$ cat src/rtl/uart_bus_bridge_if.sv
// SoC bus seen by the UART debug bridge: one single-beat transfer at a time,
// completed by the device's done strobe.
interface uart_bus_bridge_if;
  logic [31:0] addr;
  logic [31:0] wdata;
  logic [3:0]  wmask;
  logic        wen;
  logic        ren;
  logic [31:0] rdata;
  logic        done;

  modport master (
    output addr, wdata, wmask, wen, ren,
    input  rdata, done
  );

  modport slave (
    input  addr, wdata, wmask, wen, ren,
    output rdata, done
  );
endinterface

$ cat src/rtl/uart_bus_bridge.sv
// UART-driven bus initiator: decodes W/R/H/G command frames from an 8N1 line,
// runs one bus transfer per frame and answers with ACK/NAK or read data.
module uart_bus_bridge #(
  parameter int CLK_HZ      = 50_000_000,
  parameter int BAUD        = 115_200,
  parameter int BUS_TIMEOUT = 255,
  parameter int GAP_TIMEOUT = (CLK_HZ / BAUD) * 40
) (
  input  logic              clk,
  input  logic              rst,
  input  logic              uart_rx,
  output logic              uart_tx,
  output logic              cpu_hold,
  uart_bus_bridge_if.master bus
);
  localparam int CPB = CLK_HZ / BAUD;
  localparam int BW  = $clog2(CPB + 1);
  localparam int GW  = $clog2(GAP_TIMEOUT + 1);
  localparam int TW  = $clog2(BUS_TIMEOUT + 1);
  localparam logic [BW-1:0] CPB_LAST  = BW'(CPB - 1);
  localparam logic [BW-1:0] HALF_LAST = BW'(CPB / 2 - 1);
  localparam logic [GW-1:0] GAP_LAST  = GW'(GAP_TIMEOUT - 1);
  localparam logic [TW-1:0] BUS_LAST  = TW'(BUS_TIMEOUT - 1);
  localparam logic [7:0] ACK = 8'h06;
  localparam logic [7:0] NAK = 8'h15;

  typedef enum logic [1:0] {RX_IDLE, RX_START, RX_DATA, RX_STOP} rx_state_e;
  typedef enum logic [2:0] {S_IDLE, S_ADDR, S_DATA, S_BUS, S_REPLY} state_e;

  // ---------------- receiver ----------------
  logic            rx_sync1_q, rx_sync2_q, rx_prev_q;
  rx_state_e       rx_state_q, rx_state_d;
  logic [BW-1:0]   rx_cnt_q, rx_cnt_d;
  logic [2:0]      rx_bit_q, rx_bit_d;
  logic [7:0]      rx_shift_q, rx_shift_d;
  logic            rx_valid_q, rx_valid_d;

  // Receiver next state: start bit re-checked at half a bit, data at bit centres
  always_comb begin
    rx_state_d = rx_state_q;
    rx_cnt_d   = rx_cnt_q;
    rx_bit_d   = rx_bit_q;
    rx_shift_d = rx_shift_q;
    rx_valid_d = 1'b0;
    case (rx_state_q)
      RX_IDLE: begin
        rx_cnt_d = '0;
        rx_bit_d = 3'd0;
        if (rx_prev_q && !rx_sync2_q) begin
          rx_state_d = RX_START;
        end else begin
          rx_state_d = RX_IDLE;
        end
      end
      RX_START: begin
        if (rx_cnt_q == HALF_LAST) begin
          rx_cnt_d   = '0;
          rx_state_d = rx_sync2_q ? RX_IDLE : RX_DATA;
        end else begin
          rx_cnt_d = rx_cnt_q + BW'(1);
        end
      end
      RX_DATA: begin
        if (rx_cnt_q == CPB_LAST) begin
          rx_cnt_d   = '0;
          rx_shift_d = {rx_sync2_q, rx_shift_q[7:1]};
          rx_bit_d   = rx_bit_q + 3'd1;
          rx_state_d = (rx_bit_q == 3'd7) ? RX_STOP : RX_DATA;
        end else begin
          rx_cnt_d = rx_cnt_q + BW'(1);
        end
      end
      RX_STOP: begin
        if (rx_cnt_q == CPB_LAST) begin
          rx_cnt_d   = '0;
          rx_state_d = RX_IDLE;
          rx_valid_d = rx_sync2_q;
        end else begin
          rx_cnt_d = rx_cnt_q + BW'(1);
        end
      end
      default: rx_state_d = RX_IDLE;
    endcase
  end

  // Receiver registers and input synchroniser
  always_ff @(posedge clk or posedge rst) begin
    if (rst) begin
      rx_sync1_q <= 1'b1;
      rx_sync2_q <= 1'b1;
      rx_prev_q  <= 1'b1;
      rx_state_q <= RX_IDLE;
      rx_cnt_q   <= '0;
      rx_bit_q   <= 3'd0;
      rx_shift_q <= 8'h00;
      rx_valid_q <= 1'b0;
    end else begin
      rx_sync1_q <= uart_rx;
      rx_sync2_q <= rx_sync1_q;
      rx_prev_q  <= rx_sync2_q;
      rx_state_q <= rx_state_d;
      rx_cnt_q   <= rx_cnt_d;
      rx_bit_q   <= rx_bit_d;
      rx_shift_q <= rx_shift_d;
      rx_valid_q <= rx_valid_d;
    end
  end

  // ---------------- transmitter ----------------
  logic [9:0]    tx_shift_q, tx_shift_d;
  logic [3:0]    tx_bits_q, tx_bits_d;
  logic [BW-1:0] tx_cnt_q, tx_cnt_d;
  logic          uart_tx_q, uart_tx_d;
  logic          tx_load_s;
  logic [7:0]    tx_byte_s;
  logic          tx_idle_s;

  assign tx_idle_s = (tx_bits_q == 4'd0);

  // Transmitter: shifts {stop, data, start} out LSB first, CPB cycles per bit
  always_comb begin
    tx_shift_d = tx_shift_q;
    tx_bits_d  = tx_bits_q;
    tx_cnt_d   = tx_cnt_q;
    uart_tx_d  = 1'b1;
    if (tx_idle_s) begin
      if (tx_load_s) begin
        tx_shift_d = {1'b1, tx_byte_s, 1'b0};
        tx_bits_d  = 4'd10;
        tx_cnt_d   = '0;
      end else begin
        tx_cnt_d = '0;
      end
    end else begin
      uart_tx_d = tx_shift_q[0];
      if (tx_cnt_q == CPB_LAST) begin
        tx_cnt_d   = '0;
        tx_shift_d = {1'b1, tx_shift_q[9:1]};
        tx_bits_d  = tx_bits_q - 4'd1;
      end else begin
        tx_cnt_d = tx_cnt_q + BW'(1);
      end
    end
  end

  // Transmitter registers
  always_ff @(posedge clk or posedge rst) begin
    if (rst) begin
      tx_shift_q <= 10'h3FF;
      tx_bits_q  <= 4'd0;
      tx_cnt_q   <= '0;
      uart_tx_q  <= 1'b1;
    end else begin
      tx_shift_q <= tx_shift_d;
      tx_bits_q  <= tx_bits_d;
      tx_cnt_q   <= tx_cnt_d;
      uart_tx_q  <= uart_tx_d;
    end
  end

  // ---------------- command FSM ----------------
  state_e        state_q, state_d;
  logic          is_wr_q, is_wr_d;
  logic [1:0]    byte_cnt_q, byte_cnt_d;
  logic [GW-1:0] gap_cnt_q, gap_cnt_d;
  logic [TW-1:0] bus_cnt_q, bus_cnt_d;
  logic [31:0]   addr_q, addr_d;
  logic [31:0]   wdata_q, wdata_d;
  logic [3:0]    wmask_q, wmask_d;
  logic          wen_q, wen_d;
  logic          ren_q, ren_d;
  logic [31:0]   reply_q, reply_d;
  logic [2:0]    reply_left_q, reply_left_d;
  logic          cpu_hold_q, cpu_hold_d;

  // Frame decode, bus handshake with timeout, and reply sequencing
  always_comb begin
    state_d      = state_q;
    is_wr_d      = is_wr_q;
    byte_cnt_d   = byte_cnt_q;
    gap_cnt_d    = gap_cnt_q;
    bus_cnt_d    = bus_cnt_q;
    addr_d       = addr_q;
    wdata_d      = wdata_q;
    wmask_d      = wmask_q;
    wen_d        = wen_q;
    ren_d        = ren_q;
    reply_d      = reply_q;
    reply_left_d = reply_left_q;
    cpu_hold_d   = cpu_hold_q;
    tx_load_s    = 1'b0;
    tx_byte_s    = reply_q[7:0];
    case (state_q)
      S_IDLE: begin
        byte_cnt_d = 2'd0;
        gap_cnt_d  = '0;
        if (rx_valid_q) begin
          case (rx_shift_q)
            8'h57: begin is_wr_d = 1'b1; state_d = S_ADDR; end
            8'h52: begin is_wr_d = 1'b0; state_d = S_ADDR; end
            8'h48, 8'h47: begin
              cpu_hold_d   = (rx_shift_q == 8'h48);
              reply_d      = {24'h000000, ACK};
              reply_left_d = 3'd1;
              state_d      = S_REPLY;
            end
            default: state_d = S_IDLE;
          endcase
        end else begin
          state_d = S_IDLE;
        end
      end
      S_ADDR, S_DATA: begin
        if (rx_valid_q) begin
          gap_cnt_d  = '0;
          byte_cnt_d = byte_cnt_q + 2'd1;
          if (state_q == S_ADDR) begin
            addr_d = {rx_shift_q, addr_q[31:8]};
          end else begin
            wdata_d = {rx_shift_q, wdata_q[31:8]};
          end
          if (byte_cnt_q == 2'd3) begin
            bus_cnt_d = '0;
            if (state_q == S_ADDR && is_wr_q) begin
              state_d = S_DATA;
            end else begin
              state_d = S_BUS;
              wen_d   = is_wr_q;
              ren_d   = !is_wr_q;
              wmask_d = is_wr_q ? 4'hF : 4'h0;
            end
          end else begin
            state_d = state_q;
          end
        end else if (gap_cnt_q == GAP_LAST) begin
          state_d = S_IDLE;
        end else begin
          gap_cnt_d = gap_cnt_q + GW'(1);
        end
      end
      S_BUS: begin
        // done in the final timeout cycle still wins over the NAK
        if (bus.done) begin
          wen_d        = 1'b0;
          ren_d        = 1'b0;
          wmask_d      = 4'h0;
          reply_d      = is_wr_q ? {24'h000000, ACK} : bus.rdata;
          reply_left_d = is_wr_q ? 3'd1 : 3'd4;
          state_d      = S_REPLY;
        end else if (bus_cnt_q == BUS_LAST) begin
          wen_d        = 1'b0;
          ren_d        = 1'b0;
          wmask_d      = 4'h0;
          reply_d      = {24'h000000, NAK};
          reply_left_d = 3'd1;
          state_d      = S_REPLY;
        end else begin
          bus_cnt_d = bus_cnt_q + TW'(1);
        end
      end
      S_REPLY: begin
        if (reply_left_q == 3'd0) begin
          state_d = S_IDLE;
        end else if (tx_idle_s) begin
          tx_load_s    = 1'b1;
          reply_d      = {8'h00, reply_q[31:8]};
          reply_left_d = reply_left_q - 3'd1;
        end else begin
          state_d = S_REPLY;
        end
      end
      default: state_d = S_IDLE;
    endcase
  end

  // Command FSM registers and registered bus outputs
  always_ff @(posedge clk or posedge rst) begin
    if (rst) begin
      state_q      <= S_IDLE;
      is_wr_q      <= 1'b0;
      byte_cnt_q   <= 2'd0;
      gap_cnt_q    <= '0;
      bus_cnt_q    <= '0;
      addr_q       <= 32'h0000_0000;
      wdata_q      <= 32'h0000_0000;
      wmask_q      <= 4'h0;
      wen_q        <= 1'b0;
      ren_q        <= 1'b0;
      reply_q      <= 32'h0000_0000;
      reply_left_q <= 3'd0;
      cpu_hold_q   <= 1'b0;
    end else begin
      state_q      <= state_d;
      is_wr_q      <= is_wr_d;
      byte_cnt_q   <= byte_cnt_d;
      gap_cnt_q    <= gap_cnt_d;
      bus_cnt_q    <= bus_cnt_d;
      addr_q       <= addr_d;
      wdata_q      <= wdata_d;
      wmask_q      <= wmask_d;
      wen_q        <= wen_d;
      ren_q        <= ren_d;
      reply_q      <= reply_d;
      reply_left_q <= reply_left_d;
      cpu_hold_q   <= cpu_hold_d;
    end
  end

  assign uart_tx   = uart_tx_q;
  assign cpu_hold  = cpu_hold_q;
  assign bus.addr  = addr_q;
  assign bus.wdata = wdata_q;
  assign bus.wmask = wmask_q;
  assign bus.wen   = wen_q;
  assign bus.ren   = ren_q;
endmodule

$ cat src/flat_wrapper.sv
// flat-port wrapper written by rule: the top's interface ports become plain ports
module uart_bus_bridge_flat 
#(
  parameter int CLK_HZ      = 50_000_000,
  parameter int BAUD        = 115_200,
  parameter int BUS_TIMEOUT = 255,
  parameter int GAP_TIMEOUT = (CLK_HZ / BAUD) * 40
)
  (clk, rst, uart_rx, uart_tx, cpu_hold, bus_addr, bus_wdata, bus_wmask, bus_wen, bus_ren, bus_rdata, bus_done);
  uart_bus_bridge_if bus_i ();
  input  logic clk;
  input  logic rst;
  input  logic uart_rx;
  output logic uart_tx;
  output logic cpu_hold;
  output wire logic [$bits(bus_i.addr)-1:0] bus_addr;
  output wire logic [$bits(bus_i.wdata)-1:0] bus_wdata;
  output wire logic [$bits(bus_i.wmask)-1:0] bus_wmask;
  output wire logic [$bits(bus_i.wen)-1:0] bus_wen;
  output wire logic [$bits(bus_i.ren)-1:0] bus_ren;
  input wire logic [$bits(bus_i.rdata)-1:0] bus_rdata;
  input wire logic [$bits(bus_i.done)-1:0] bus_done;
  assign bus_addr = bus_i.addr;
  assign bus_wdata = bus_i.wdata;
  assign bus_wmask = bus_i.wmask;
  assign bus_wen = bus_i.wen;
  assign bus_ren = bus_i.ren;
  assign bus_i.rdata = bus_rdata;
  assign bus_i.done = bus_done;
  uart_bus_bridge #(.CLK_HZ(CLK_HZ), .BAUD(BAUD), .BUS_TIMEOUT(BUS_TIMEOUT), .GAP_TIMEOUT(GAP_TIMEOUT)) u_core (.clk(clk), .rst(rst), .uart_rx(uart_rx), .uart_tx(uart_tx), .cpu_hold(cpu_hold), .bus(bus_i));
endmodule
$ cat config.mk
export PLATFORM = sky130hd
export DESIGN_NAME = uart_bus_bridge_flat
export DESIGN_NICKNAME = d
export VERILOG_FILES = /design/src/rtl/uart_bus_bridge_if.sv /design/src/rtl/uart_bus_bridge.sv /design/src/flat_wrapper.sv
export SDC_FILE = /design/constraint.sdc
export NUM_CORES = 1
export LEC_CHECK = 0
export BUFFER_PORTS_ARGS = -buffer_cell sky130_fd_sc_hd__buf_2
export CAP_MARGIN = 10
export CORE_MARGIN = 2
export CORE_UTILIZATION = 35
export CTS_BUF_LIST = sky130_fd_sc_hd__clkbuf_2 sky130_fd_sc_hd__clkbuf_4 sky130_fd_sc_hd__clkbuf_8
export CTS_CLUSTER_SIZE = 14
export DETAILED_ROUTE_END_ITERATION = 7
export PLACE_DENSITY = 0.54
export SLEW_MARGIN = 15
export SYNTH_ARGS = -nofsm -noshare
export SYNTH_HDL_FRONTEND = slang
export SYNTH_SLANG_ARGS = --single-unit
$ cat constraint.sdc
create_clock -name clk -period 15.3 [get_ports clk]
set_clock_uncertainty 0.15 [all_clocks]
set_input_delay 3.06 -clock clk [delete_from_list [all_inputs] [get_ports clk]]
set_output_delay 3.06 -clock clk [all_outputs]
set_load 0.02 [all_outputs]
==> results.toml <==
[outcome]
status = "complete, no violations"

[global_route]
overflow = 0
grt_use_total = 0.149
antenna_found_initial = 0
first_global_vias = 5580
grt_start_max_net_pins = 77
grt_pass1_wl_um = 29500

[logic_synthesis]
synth_edf_count = 0
synthXorXnorAreaFrac = 0.0199
avgSynthCellArea_sq_um = 11.9
async_reset_ff_frac = 1.00
netlist_area_sq_um = 8340
synth_seq_cells = 180
synth_warnings = 0
synthMuxAreaShare = 0.153
postSynthCellCount = 699
yosysSeqAreaShare = 0.542
ys_types = 71
syn_nets = 749
synth_simple_gate_area_share = 0.122
synth-adder-area-share = 0.0246
synth-main-ff-cell = "dfrtp_1"
synth_top_area_cell = "dfrtp_1"
synth_top_family_by_area = "multiplexers"
synth-compound-area-share = 0.105
ys_top_cells_by_area = "dfrtp_1 (50%), mux2_2 (11%), dfstp_2 (4.1%)"
synth_top_area_frac = 0.501

[final_layout]
final_area_sq_um = 9600
most-common-layout-cells = "dfrtp_1 (167), buf_2 (107), mux2_2 (85), nand2_1 (50), nor2_1 (37)"
final-seq-area_sq_um = 4520
postLayoutCoreUtil = 0.410
fillers = 2344
layout_commonest_cell = "dfrtp_1"
stdcell_count = 1128
multi_input_area_sq_um = 3550
diodes = 0
syn_to_final_growth_pct = 15.0
drive_above_1_share = 0.326
nets = 846

[clocking]
root_buffer = "clkbuf_8"
cts_made_buffers = 17
clkTransAtPathRegs_ns = 0.10
post_cts_resized = 0
cts_tree = "yes"
h-tree-depth = 4
hold_buffers = 0
clock_path_buffers = 2
cts_setup_buffers = 0
insertion_delay_ns = 0.45
cts_num_sinks = 180

[pwr]
report.power.total_uw = 884
power_density_nw_per_um2 = 92.1
p_leak_nw = 4.67
irDropWorstVdd_v = 0.0000551

[floorplan]
die_area_sq_um = 25100
die_height_um = 158
num_rows = 56
coreArea_sq_um = 23400
start_util = 0.356
fp.dieW_um = 158
ios = 108

[detailed_routing]
wl_per_cell_um = 15.7
drt_first_pass_iters = 5
drt_iter0_drc = 331
routed_wirelength_um = 17700
ant_nets = 0
drc = 0
vias = 5631
avgViaCountPerCell = 4.99

[placement]
dp_hpwl_um = 12000
gp_congestion = 0.770
port_buffers = 107
placed_cell_area_sq_um = 9180
dp_cells = 1096

[timing]
min_period_over_period = 0.314
finalMaxSlewViolations = 0
final.setup.tns_ns = 0
period_minus_slack_ns = 4.80
clock.fmax_mhz = 208
rsz0062_at_grt = "false"
final-hold-violation-count = 0
tightest_slew_ns = 0.969
finalSetupViolations = 0
relSlewSlack = 0.354

[flow_run]
drv_cap = 0

[critical_path]
cp-end-kind = "asynchronous set/reset pin"
cp_max_fo = 76
critPathKind = "in2async"
cp-start-kind = "primary input"
crit_arrival_ns = 5.15
crit_required_ns = 15.65

[min_path]
hold_class = "reg2reg"
kinds of logic (layout without fill, tap and decap cells):
kind of cell,count (synthesis),count (layout)
AOI/OAI and AO/OA,120,120
xor gates and xnor gates,19,19
adders and majority gates,17,17
buffers and inverters,64,174
DFF,180,180
muxes,114,114
and+or+nand+nor,185,185
area by class of cell:
type / count / area share
multi-input combinational: 455 / 0.370
inverter: 25 / 0.0103
clock inverter: 12 / 0.0151
clock buffer: 20 / 0.0280
tap: 319 / 0.0416
sequential: 180 / 0.471
timing repair buffer: 117 / 0.0636
path summary, 6_finish.rpt:
kind | from | to | slack, ns | depth (start not counted)
worst max register to register | u_core.state_q[0] | u_core.reply_q[23] | 12.05 | 4
worst min-delay path | u_core.rx_sync1_q | u_core.rx_sync2_q | 0.22 | 0
worst min register to register | u_core.rx_sync1_q | u_core.rx_sync2_q | 0.22 | 0
max in group clk | bus_done | u_core.reply_q[23] | 10.55 | 6
worst max-delay path | rst | u_core.bus_cnt_q[4] | 10.50 | 4
min in group asynchronous | rst | u_core.bus.addr[2] | 2.46 | 2
sequential cells by signal, indices dropped and copies added, names as in the netlist, 4 cells and up, named ones only:
register,count
u_core.bus.addr,32
u_core.bus.wdata,32
u_core.bus_cnt_q,8
u_core.gap_cnt_q,15
u_core.reply_q,32
u_core.rx_cnt_q,9
u_core.rx_shift_q,8
u_core.tx_bits_q,4
u_core.tx_cnt_q,9
u_core.tx_shift_q,9
metrics by stage:
stage / hold slack (ns) / setup slack [ns]
2_1_floorplan: 0.195 / 7.22
3_3_place_gp: 0.196 / 9.87
3_5_place_dp: 0.198 / 9.86
4_1_cts: 0.226 / 10.37
5_1_grt: 0.230 / 10.12
6_report: 0.220 / 10.50
where the power goes:
group / leakage (nW) / internal [mW] / switching [mW]
sequential: 2.41 / 0.487 / 0.0144
combinational: 2.05 / 0.0189 / 0.0250
clock: 0.210 / 0.159 / 0.179
metal layers:
metal  up-vias  GRT usage  routed length (um)
met5         -          0                   0
met4         0     0.0373                 104
met3         8     0.0338                 580
met2        87      0.233                8270
met1      2812      0.211                8790
li1       2724          -                   -
cell usage after synthesis (all sizes together) (3+ instances only):
| master | n |
|---|---|
| dfrtp | 167 |
| nand2 | 50 |
| nand4 | 6 |
| xnor2 | 13 |
| nor2b | 5 |
| nand2b | 7 |
| o31ai | 5 |
| nor2 | 38 |
| ha | 14 |
| dfstp | 13 |
| a21o | 3 |
| buf | 13 |
| mux2 | 105 |
| or4b | 3 |
| maj3 | 3 |
| or3b | 3 |
| o22ai | 4 |
| a21oi | 20 |
| nor3 | 10 |
| nand3b | 3 |
| inv | 25 |
| xor2 | 6 |
| nor3b | 6 |
| o21ai | 24 |
| clkbuf | 26 |
| o22a | 3 |
| or4 | 7 |
| a31oi | 5 |
| a22o | 32 |
| o211ai | 3 |
| nand3 | 17 |
| nor4 | 3 |
| or3 | 6 |
| and3 | 4 |
| mux2i | 9 |
critical path, cell delays in order:
cell and delay, ns:
buf_2 0.12, inv_6 0.31, buf_4 0.83, buf_4 0.74
Note: power is estimated with default switching activity, not from simulation.
